===== config.mk =====
export PLATFORM = sky130hd
export DESIGN_NAME = instr_type_extend_imm
export DESIGN_NICKNAME = d
export VERILOG_FILES = /design/src/rtl/decode_pkg.sv /design/src/rtl/imm_extender.sv /design/src/rtl/instr_type_extend_imm.sv
export SDC_FILE = /design/constraint.sdc
export NUM_CORES = 1
export LEC_CHECK = 0
export ABC_CLOCK_PERIOD_IN_PS = 1400
export CAP_MARGIN = 20
export CORE_UTILIZATION = 42
export CTS_CLUSTER_SIZE = 10
export DETAILED_ROUTE_END_ITERATION = 7
export GPL_TIMING_DRIVEN = 1
export PLACE_DENSITY = 0.79
export RECOVER_POWER = 100
export SYNTH_ARGS = -nofsm -noshare
export SYNTH_HDL_FRONTEND = slang
export SYNTH_SLANG_ARGS = --single-unit

===== constraint.sdc =====
create_clock -name clk -period 1.4 [get_ports clk]
set_input_delay 0.28 -clock clk [delete_from_list [all_inputs] [get_ports clk]]
set_output_delay 0.28 -clock clk [all_outputs]
set_load 0.005 [all_outputs]

===== src/rtl/decode_pkg.sv =====
// Shared RV32I decode constants: opcode classes, immediate format codes, classifier result.
// Latency: n/a (package only).
// Backpressure: n/a.
package decode_pkg;

    // Opcode classes, named by instr[6:2]
    localparam logic [4:0] OPC_LOAD     = 5'b00000;
    localparam logic [4:0] OPC_MISC_MEM = 5'b00011;
    localparam logic [4:0] OPC_OP_IMM   = 5'b00100;
    localparam logic [4:0] OPC_AUIPC    = 5'b00101;
    localparam logic [4:0] OPC_STORE    = 5'b01000;
    localparam logic [4:0] OPC_OP       = 5'b01100;
    localparam logic [4:0] OPC_LUI      = 5'b01101;
    localparam logic [4:0] OPC_BRANCH   = 5'b11000;
    localparam logic [4:0] OPC_JALR     = 5'b11001;
    localparam logic [4:0] OPC_JAL      = 5'b11011;
    localparam logic [4:0] OPC_SYSTEM   = 5'b11100;

    // Anything that is not a recognised 32-bit RV32I opcode
    localparam logic [4:0] TYPE_INVALID = 5'h1F;

    // Immediate format codes; 6 is reserved and never produced
    localparam logic [2:0] FMT_R    = 3'd0;
    localparam logic [2:0] FMT_I    = 3'd1;
    localparam logic [2:0] FMT_S    = 3'd2;
    localparam logic [2:0] FMT_B    = 3'd3;
    localparam logic [2:0] FMT_U    = 3'd4;
    localparam logic [2:0] FMT_J    = 3'd5;
    localparam logic [2:0] FMT_NONE = 3'd7;

    // Classifier result carried into the output register
    typedef struct packed {
        logic [4:0] itype;
        logic [2:0] fmt;
    } class_t;

    // 32-bit encodings always have the two low opcode bits set
    function automatic logic is_32bit_encoding(input logic [1:0] quadrant);
        return quadrant == 2'b11;
    endfunction

endpackage


===== src/rtl/imm_extender.sv =====
// Builds the sign/zero-extended 32-bit immediate for a given instruction format.
// Latency: combinational, 0 cycles.
// Backpressure: none; pure function of its inputs.
module imm_extender
    import decode_pkg::*;
(
    input  logic [31:7] instr,
    input  logic [2:0]  fmt,
    output logic [31:0] imm
);

    logic s;

    assign s = instr[31];

    // Select the bit scatter for the format; R and NONE carry no immediate
    always_comb begin
        imm = 32'h0;
        case (fmt)
            FMT_I: imm = {{20{s}}, instr[31:20]};
            FMT_S: imm = {{20{s}}, instr[31:25], instr[11:7]};
            FMT_B: imm = {{19{s}}, s, instr[7], instr[30:25], instr[11:8], 1'b0};
            FMT_U: imm = {instr[31:12], 12'b0};
            FMT_J: imm = {{11{s}}, s, instr[19:12], instr[20], instr[30:21], 1'b0};
            default: imm = 32'h0;
        endcase
    end

endmodule


===== src/rtl/instr_type_extend_imm.sv =====
// RV32I decode slice: opcode class, immediate format and extended immediate.
// Latency: 1 cycle, all outputs registered.
// Backpressure: none; a new instruction is accepted every cycle.
module instr_type_extend_imm
    import decode_pkg::*;
#(
    parameter int XLEN = 32
) (
    input  logic            clk,
    input  logic            rst,
    input  logic            instr_valid,
    input  logic [31:0]     instr,
    output logic            out_valid,
    output logic [4:0]      instr_type,
    output logic [2:0]      instr_format,
    output logic [XLEN-1:0] imm
);

    class_t          cls;
    logic [XLEN-1:0] imm_nxt;

    // Classify the opcode; unknown opcodes and 16-bit quadrants fall through to invalid
    always_comb begin
        cls = '{itype: TYPE_INVALID, fmt: FMT_NONE};
        if (is_32bit_encoding(instr[1:0])) begin
            case (instr[6:2])
                OPC_LOAD, OPC_MISC_MEM, OPC_OP_IMM, OPC_JALR, OPC_SYSTEM:
                    cls = '{itype: instr[6:2], fmt: FMT_I};
                OPC_AUIPC, OPC_LUI:
                    cls = '{itype: instr[6:2], fmt: FMT_U};
                OPC_STORE:
                    cls = '{itype: instr[6:2], fmt: FMT_S};
                OPC_OP:
                    cls = '{itype: instr[6:2], fmt: FMT_R};
                OPC_BRANCH:
                    cls = '{itype: instr[6:2], fmt: FMT_B};
                OPC_JAL:
                    cls = '{itype: instr[6:2], fmt: FMT_J};
                default:
                    cls = '{itype: TYPE_INVALID, fmt: FMT_NONE};
            endcase
        end
    end

    imm_extender u_imm_extender (
        .instr (instr[31:7]),
        .fmt   (cls.fmt),
        .imm   (imm_nxt)
    );

    // Output register; data outputs follow the decode even on invalid cycles
    always_ff @(posedge clk or posedge rst) begin
        if (rst) begin
            out_valid    <= 1'b0;
            instr_type   <= TYPE_INVALID;
            instr_format <= FMT_NONE;
            imm          <= '0;
        end else begin
            out_valid    <= instr_valid;
            instr_type   <= cls.itype;
            instr_format <= cls.fmt;
            imm          <= imm_nxt;
        end
    end

endmodule


### Yosys cells after proc, flatten, opt, wreduce, memory -nomap -nowiden

Index checks and enable logic that the tools add are counted.

* output and inout port bits: 41
* register bits after elaboration: 41

* mux-type cells: 3
* equal/unequal tests: 16
* reductions and logical operators: 3

Operator list (number)
* $pmux 32 s5: 1
* $pmux 8 s6: 1
* $eq 5x5->1 const B: 4
* $eq 5x4->1 const B: 3
* $eq 5x3->1 const B: 2
* $mux 8: 1
* $eq 3x2->1 const B: 2
* $eq 3x3->1 const B: 2
* $eq 5x2->1 const B: 1
* $logic_not 5->1: 1
* $reduce_or 5->1: 1
* $eq 3x1->1 const B: 1
* $eq 2x2->1 const B: 1
* $reduce_or 2->1: 1

### Longest topological paths before layout

Gate-level depths: netlist of run 1.

* depth in word-level cells: 6
* depth in mapped cells: 6

### Modules after synthesis

From an unflattened synthesis of run 1, not the netlist that was laid out.

* cell total of the unflattened synthesis: 142
* area total of the unflattened synthesis: 1622.8 um^2

Modules (own cells, without submodules)
* instr_type_extend_imm: times used 1, area each 1232.4 um^2, cells an instance 76
* imm_extender: times used 1, area each 390.4 um^2, cells an instance 66

### Worst setup path before layout of run 1

OpenSTA, ideal clock, no wires.

* path kind: input -> register
* start point: input instr[6]
* end point: register imm[24]
* data required time: 1.337 ns
* setup time: 0.063 ns
* stages: 6
* arrival time: 1.447 ns
* setup slack: -0.110 ns
* cell sequence: buf_2 > or3b_4 > a211o_1 > a21oi_2 > buf_6 > a21o_2

* word-level cells in the longest chain between the ends: 6

RTL lines
* from (decl): RTL line instr_type_extend_imm.sv:12 `input logic [31:0] instr,`
* $eq 5x2->1 (tied with other cells): RTL line instr_type_extend_imm.sv:26 `case (instr[6:2])`
* $reduce_or 5->1 or $reduce_or 2->1 (tied branches): RTL line instr_type_extend_imm.sv:26
* $pmux 8 s6 *: RTL line instr_type_extend_imm.sv:26
* $mux 8 *: RTL line instr_type_extend_imm.sv:25 `if (is_32bit_encoding(instr[1:0])) begin`
* $eq 3x3->1 (tied with other cells): RTL line imm_extender.sv:19 `case (fmt)`
* $pmux 32 s5 *: RTL line imm_extender.sv:19
* via imm_nxt[24]: RTL line instr_type_extend_imm.sv:20 `logic [XLEN-1:0] imm_nxt;`
* to (signal assigned): RTL line instr_type_extend_imm.sv:62 `imm <= imm_nxt;`
* to (decl): RTL line instr_type_extend_imm.sv:16 `output logic [XLEN-1:0] imm`

Mark *: on every way through the listed nets, which the timed path passes. The rest lies on a longest branch.

### Worst setup path after layout of run 1

* start point: input instr[1]
* end point: register imm[17]

* word-level cells in the longest chain between the ends: 4

RTL lines
* $eq 2x2->1 *: RTL line decode_pkg.sv:39 `return quadrant == 2'b11;`
* $mux 8 *: RTL line instr_type_extend_imm.sv:25
* $eq 3x3->1 (tied with other cells): RTL line imm_extender.sv:19
* $pmux 32 s5 *: RTL line imm_extender.sv:19
* via imm_nxt[17]: RTL line instr_type_extend_imm.sv:20

Marks and branches as above.

==> reports/metrics.cfg, run 1 <==
[run]
cap_viol_max_count = 0

[route]
first_pass_iters = 4
vias_per_cell = 5.30
num_vias = 1654
drc = 0
ant_nets = 0
drt_iter0_drc = 101
drt-total-wl_um = 4910
detail_route.wl_per_cell_um = 15.7

[min_path]
holdPathStages = 3
worstHoldStart = instr[6]
hold_class = in -> reg
min_to = instr_type[1]

[setup_path]
critPathLaunchType = input port
critPathKind = in -> reg
critPathSlowestCell = clkdlybuf4s50_1
critPathArrivalTime_ns = 1.58
crit_family = buffers and inverters
required_ns = 1.61
path_cells = clkdlybuf4s50_1 > and2_1 > buf_4 > and3_2 > o2bb2ai_1
critical_path.max_stage_delay_ns = 0.47
end_kind = flop
critPathMaxFanout = 8
crit_path_start = instr[1]
critPathBufInv = 2

[power]
vdd_drop_max_mv = 0.500
leakage_nw = 1.44
p_comb_share_pct = 17.1
power.density_nw_per_um2 = 826
switching_share_pct = 24.6
clockPowerShare_pct = 31.1
p_seq_share_pct = 51.8
power.switching_uw = 581
internal_power_mw = 1.78
p_total_mw = 2.36

[die]
dieArea_um2 = 4520
die_w_um = 67.2
core_um2 = 4060
num_io_pins = 76
start_util_pct = 44.1
rows = 23
die_h_um = 67.2

[status]
status = finished clean

[synthesis]
synthTopCellsByCount = dfrtp_1 (33), a21o_1 (12), and3_1 (9)
async_reset_ff_share_pct = 100
synth_compound_area_share_pct = 21.7
synth-edff-count = 0
muxShareOfSynthArea_pct = 0.630
syn_inst = 159
syn_area_um2 = 1790
yosysMostFrequentCell = dfrtp_1
synth.area.top_cells = dfrtp_1 (46%), dfstp_2 (12%), a21o_1 (5.0%), o2bb2ai_1 (3.9%), and3_1 (3.1%)
ys_ff_latch = 41
synth-simple-area-share_pct = 14.0
synth_top_area_cell = dfrtp_1
synthAdderAreaFrac_pct = 0
synth_top_family_by_area = compound AO/OA/AOI/OAI gates
synth_cell_types = 40
yosysWarnings = 0
synth_fp_nets = 194
synthDominantCellAreaShare_pct = 46.2
ys_seq_area_share_pct = 57.9
syn_avg_cell_area_um2 = 11.2
synth-xor-area-share_pct = 0.980
ys.flop_type = dfrtp_1

[clock_network]
cts_root_buffer = clkbuf_8
cts_tree = yes
cts.clk_slew.worst_paths_ns = 0.07
cts_hold_buf = 0
cts_sinks = 41
numCtsBuffers = 5
htree_levels = 2
clockBufferDepth = 2

[timing]
timing_hold_violations_final = 0
worst_slew_pin_slew_ns = 0.865
drv_slew = 0
clock.fmax_mhz = 734
setup_ws_ns = 0.0378
final.setup.tns_ns = 0
fin_crit_ns = 1.36
rsz0062_at_grt = false
setup_viol = 0
slew_headroom_pct = 42.3
fin_crit_sh_pct = 97.3

[place]
dp_hpwl_um = 3610
io_buffers = 75
gp_congestion = 0.865
pre_cts_ws_ns = -0.570

[grt]
grt_max_degree = 42
antenna_found_initial = 0
grtUsageTotal_pct = 23.0
grt_pass1_vias = 1558
grt_overflow_total = 0
grt_first_pass_wirelength_um = 7360

[cells_and_area]
nNetsFinal = 296
layout-drive-gt1-share_pct = 24.8
syn_to_final_growth_pct = 59.7
antenna_cells = 0

## registers in the layout (all words and copies together), names as in the netlist
register,flops
imm,32
instr_format,3
instr_type,5
out_valid,1
## power by group through the flow
| stage | combinational (mW) | sequential [mW] | clock (mW) |
|---|---|---|---|
| floorplan | 0.155 | 1.25 | 0 |
| global placement | 0.408 | 1.25 | 0 |
| detailed placement | 0.418 | 1.25 | 0 |
| CTS | 0.412 | 1.22 | 0.760 |
| global route | 0.438 | 1.23 | 0.812 |
| finish | 0.404 | 1.22 | 0.733 |
## worst max path at each step
stage / to / slack [ns] / cells after the start
6_report: imm[17] / 0.04 / 5
3_3_place_gp: imm[30] / -0.51 / 6
5_1_grt: imm[0] / 0.002 / 5
2_1_floorplan: imm[24] / -0.07 / 6
4_1_cts: imm[13] / 0.0002 / 1
3_5_place_dp: imm[0] / -0.57 / 6
## through the flow
stage / utilization [%] / cells / instance area [um2] / hold slack, ns
final: 70.4 / 312 / 2860 / 0.395
after global routing: 70.4 / 312 / 2860 / 0.403
after CTS: 70.7 / 312 / 2870 / 0.359
after detailed placement: 68.9 / 302 / 2800 / 0.678
after global placement: 68.9 / 302 / 2800 / 0.660
after floorplan: - / 159 / 1810 / 0.311
## timing repair
| item | 4_1_cts | 5_1_grt |
|---|---|---|
| gates cloned | 1 | 0 |
| resized for setup | 54 | 13 |
| pin swaps | 3 | 1 |
| setup endpoints to repair | 67 | 24 |
| setup buffers | 1 | 0 |
## cells by family (layout without fill, tap and decap cells)
logic type	after synthesis	after routing
flops	41	41
buf+inv	18	121
mux	1	1
xor+xnor	2	2
compound gates	52	52
simple gates	45	45
## cell type report
class / instances / area (um2)
inverter: 4 / 15.0
sequential: 41 / 1040
multi-input combinational: 100 / 709
clock buffer: 5 / 68.8
clock inverter: 3 / 17.5
fill: 319 / 1200
tap: 50 / 62.6
timing repair buffer: 109 / 946
## routing by layer
metal	part of all wire, %	vias up	GRT usage, %
li1	-	776	-
met1	39	805	25.4
met2	52	66	40.8
met3	6.8	7	6.25
met4	1.6	0	10.1
met5	0	-	0
## placed cells by master, fill, tap and decap left out, drive strengths merged, types with 3 or more instances in the layout
cell type / Yosys / final
nand2: 8 / 8
a21oi: 6 / 6
dlygate4sd2: 0 / 32
nand2b: 3 / 3
o2bb2ai: 8 / 8
dfstp: 8 / 8
buf: 7 / 34
nor2: 5 / 5
inv: 4 / 4
a21o: 13 / 13
dfrtp: 33 / 33
nand3: 5 / 5
clkdlybuf4s25: 0 / 11
clkdlybuf4s50: 0 / 28
o21ai: 7 / 7
a22o: 5 / 5
and3: 9 / 9
nor2b: 4 / 4
clkbuf: 7 / 8
(Power assumes the default switching activity.)
==> run 2, diff against run 1 <==
--- a/config.mk
+++ b/config.mk
@@ -7,12 +7,14 @@
 export LEC_CHECK = 0
 export ABC_CLOCK_PERIOD_IN_PS = 1400
 export CAP_MARGIN = 20
-export CORE_UTILIZATION = 42
+export CORE_ASPECT_RATIO = 0.5
+export CORE_UTILIZATION = 40
 export CTS_CLUSTER_SIZE = 10
 export DETAILED_ROUTE_END_ITERATION = 7
 export GPL_TIMING_DRIVEN = 1
-export PLACE_DENSITY = 0.79
+export PLACE_DENSITY = 0.78
 export RECOVER_POWER = 100
 export SYNTH_ARGS = -nofsm -noshare
 export SYNTH_HDL_FRONTEND = slang
+export SYNTH_HIERARCHICAL = 1
 export SYNTH_SLANG_ARGS = --single-unit
==> reports/metrics.cfg, run 2 <==
[synthesis]
yosysMostFrequentCell = dfrtp_1
ys_ff_latch = 41
synth_top_area_cell = dfrtp_1
syn_inst = 142
synth.area.top_cells = dfrtp_1 (51%), dfstp_2 (13%), nand2_1 (4.6%), o21ai_0 (4.0%), a21o_1 (3.7%)
synthDominantCellAreaShare_pct = 50.9
async_reset_ff_share_pct = 100
synthTopCellsByCount = dfrtp_1 (33), nand2_1 (20), o21ai_0 (13)
syn_area_um2 = 1620
ys.flop_type = dfrtp_1
synth_fp_nets = 177
syn_avg_cell_area_um2 = 11.4
synth_cell_types = 37
synth-edff-count = 0
yosysWarnings = 6
ys_seq_area_share_pct = 63.8

[power]
leakage_nw = 1.59
vdd_drop_max_mv = 0.467
power.density_nw_per_um2 = 872

[route]
detail_route.wl_per_cell_um = 18.4
drt_iter0_drc = 40
drc = 0
drt-total-wl_um = 5830
num_vias = 1650
ant_nets = 0
first_pass_iters = 4
vias_per_cell = 5.21

[place]
io_buffers = 75
dpl_cell_area_um2 = 2660
dp_hpwl_um = 3050
gp_congestion = 0.838

[die]
die_h_um = 47.0
rows = 15
core_um2 = 3640
num_io_pins = 76
dieArea_um2 = 4330
die_w_um = 92.1
start_util_pct = 44.6

[timing]
fin_crit_sh_pct = 110
timing_hold_violations_final = 0
setup_ws_ns = -0.134
clock.fmax_mhz = 652
worst_slew_pin_slew_ns = 0.962
fin_crit_ns = 1.53
setup_viol = 32
slew_headroom_pct = 35.9
drv_slew = 0
rsz0062_at_grt = true
hold_ws_ns = 0.323

[grt]
antenna_found_initial = 0
grt_pass1_vias = 1644
grt_first_pass_wirelength_um = 8050
grtUsageTotal_pct = 26.1
grt_overflow_total = 0
grt_max_degree = 42

[clock_network]
numCtsBuffers = 5
cts_hold_buf = 0
htree_levels = 2
cts.clk_slew.worst_paths_ns = 0.08
cts_sinks = 41
cts_root_buffer = clkbuf_8
cts_tree = yes
clockBufferDepth = 2

[setup_path]
end_kind = flop
critPathSlowestCell = or4_4
path_cells = buf_8 > buf_6 > or4_4 > buf_6 > nor2b_4 > o21ai_4 > buf_6 > o21ai_2
critical_path.max_stage_delay_ns = 0.52
crit_family = simple AND/OR/NAND/NOR gates
critPathBufInv = 4
critPathLaunchType = input port
critPathArrivalTime_ns = 1.72
critPathKind = in -> reg
required_ns = 1.59
critPathMaxFanout = 6
crit_path_frequent_cell = buf_6

[cells_and_area]
final_cell_mix = dlygate4sd2_1 (35), dfrtp_1 (33), buf_4 (30)
layout-drive-gt1-share_pct = 43.6
seq_area_um2 = 1040
syn_to_final_growth_pct = 93.3
multi_input_area_um2 = 767
largest_reg_flops = 32
postLayoutCellArea_um2 = 3140
final_common_cell = dlygate4sd2_1
fill_cells = 186
largestRegisters = imm (32), instr_type (5), instr_format (3)
final_util_pct = 86.2
nNetsFinal = 300
antenna_cells = 0
top_register = imm

[status]
failed_checks = setup timing
status = finished with violations

[min_path]
hold_class = in -> reg

[run]
cap_viol_max_count = 0

[run 2: path summary, 6_finish.rpt]
kind                       startpoint            end  slack (ns)  cells past startpoint
setup / recovery             instr[6]        imm[28]       -0.13                      8
hold / removal               instr[6]  instr_type[4]        0.32                      4
max in group asynchronous         rst        imm[21]        0.21                      3
min in group asynchronous         rst        imm[10]        0.60                      3
[run 2: area by class of cell]
class,instances,share of cell area [%]
clock inverter,2,1.20
sequential,41,33.0
tap,51,2.03
inverter,2,0.239
clock buffer,6,2.63
timing repair buffer,123,36.4
multi-input combinational,92,24.5
[run 2: timing repair]
action                                  in CTS  in global routing
setup buffers                               16                  5
pin swaps                                   17                 18
endpoints found under the setup margin      71                 40
gates resized for setup                    106                 32
cloned                                       2                  1
[run 2: layer usage]
layer  global-route usage, %  up-vias  wire length (um)
met5                       0        -                 0
met4                    15.6        0               179
met3                    9.06       22               382
met2                    48.4       86              3120
met1                    27.6      805              2150
li1                        -      737                 -
[run 2: power breakdown]
part / total [mW] / switching (mW) / internal (mW)
clock network: 1.01 / 0.429 / 0.580
registers: 1.24 / 0.0133 / 1.23
logic: 0.483 / 0.208 / 0.275
total: 2.74 / 0.651 / 2.09
[run 2: logic make-up after synthesis]
family / after synthesis / synth area share (%)
AOI/OAI and AO/OA: 38 / 15.2
xor gates and xnor gates: 1 / 0.540
buffers and inverters: 10 / 3.16
DFF: 41 / 63.8
muxes: 1 / 0.617
and+or+nand+nor: 51 / 16.7
[run 2: per-stage QoR]
step	setup TNS [ns]	total power [mW]	std cells	worst slack (ns)
finish	-3.20	2.74	317	-0.134
global route	-4.72	2.84	317	-0.154
CTS	-2.10	2.67	311	-0.105
detailed placement	-29.19	1.66	286	-0.998
global placement	-27.52	1.65	286	-0.945
floorplan	-8.29	1.39	142	-0.321
[run 2: worst min-delay path, delay by kind of cell]
| kind | cells | cell delay [ns] |
|---|---|---|
| AND/OR/NAND/NOR | 1 | 0.04 |
| buffers and inverters | 2 | 0.18 |
| AO/OA/AOI/OAI | 1 | 0.08 |
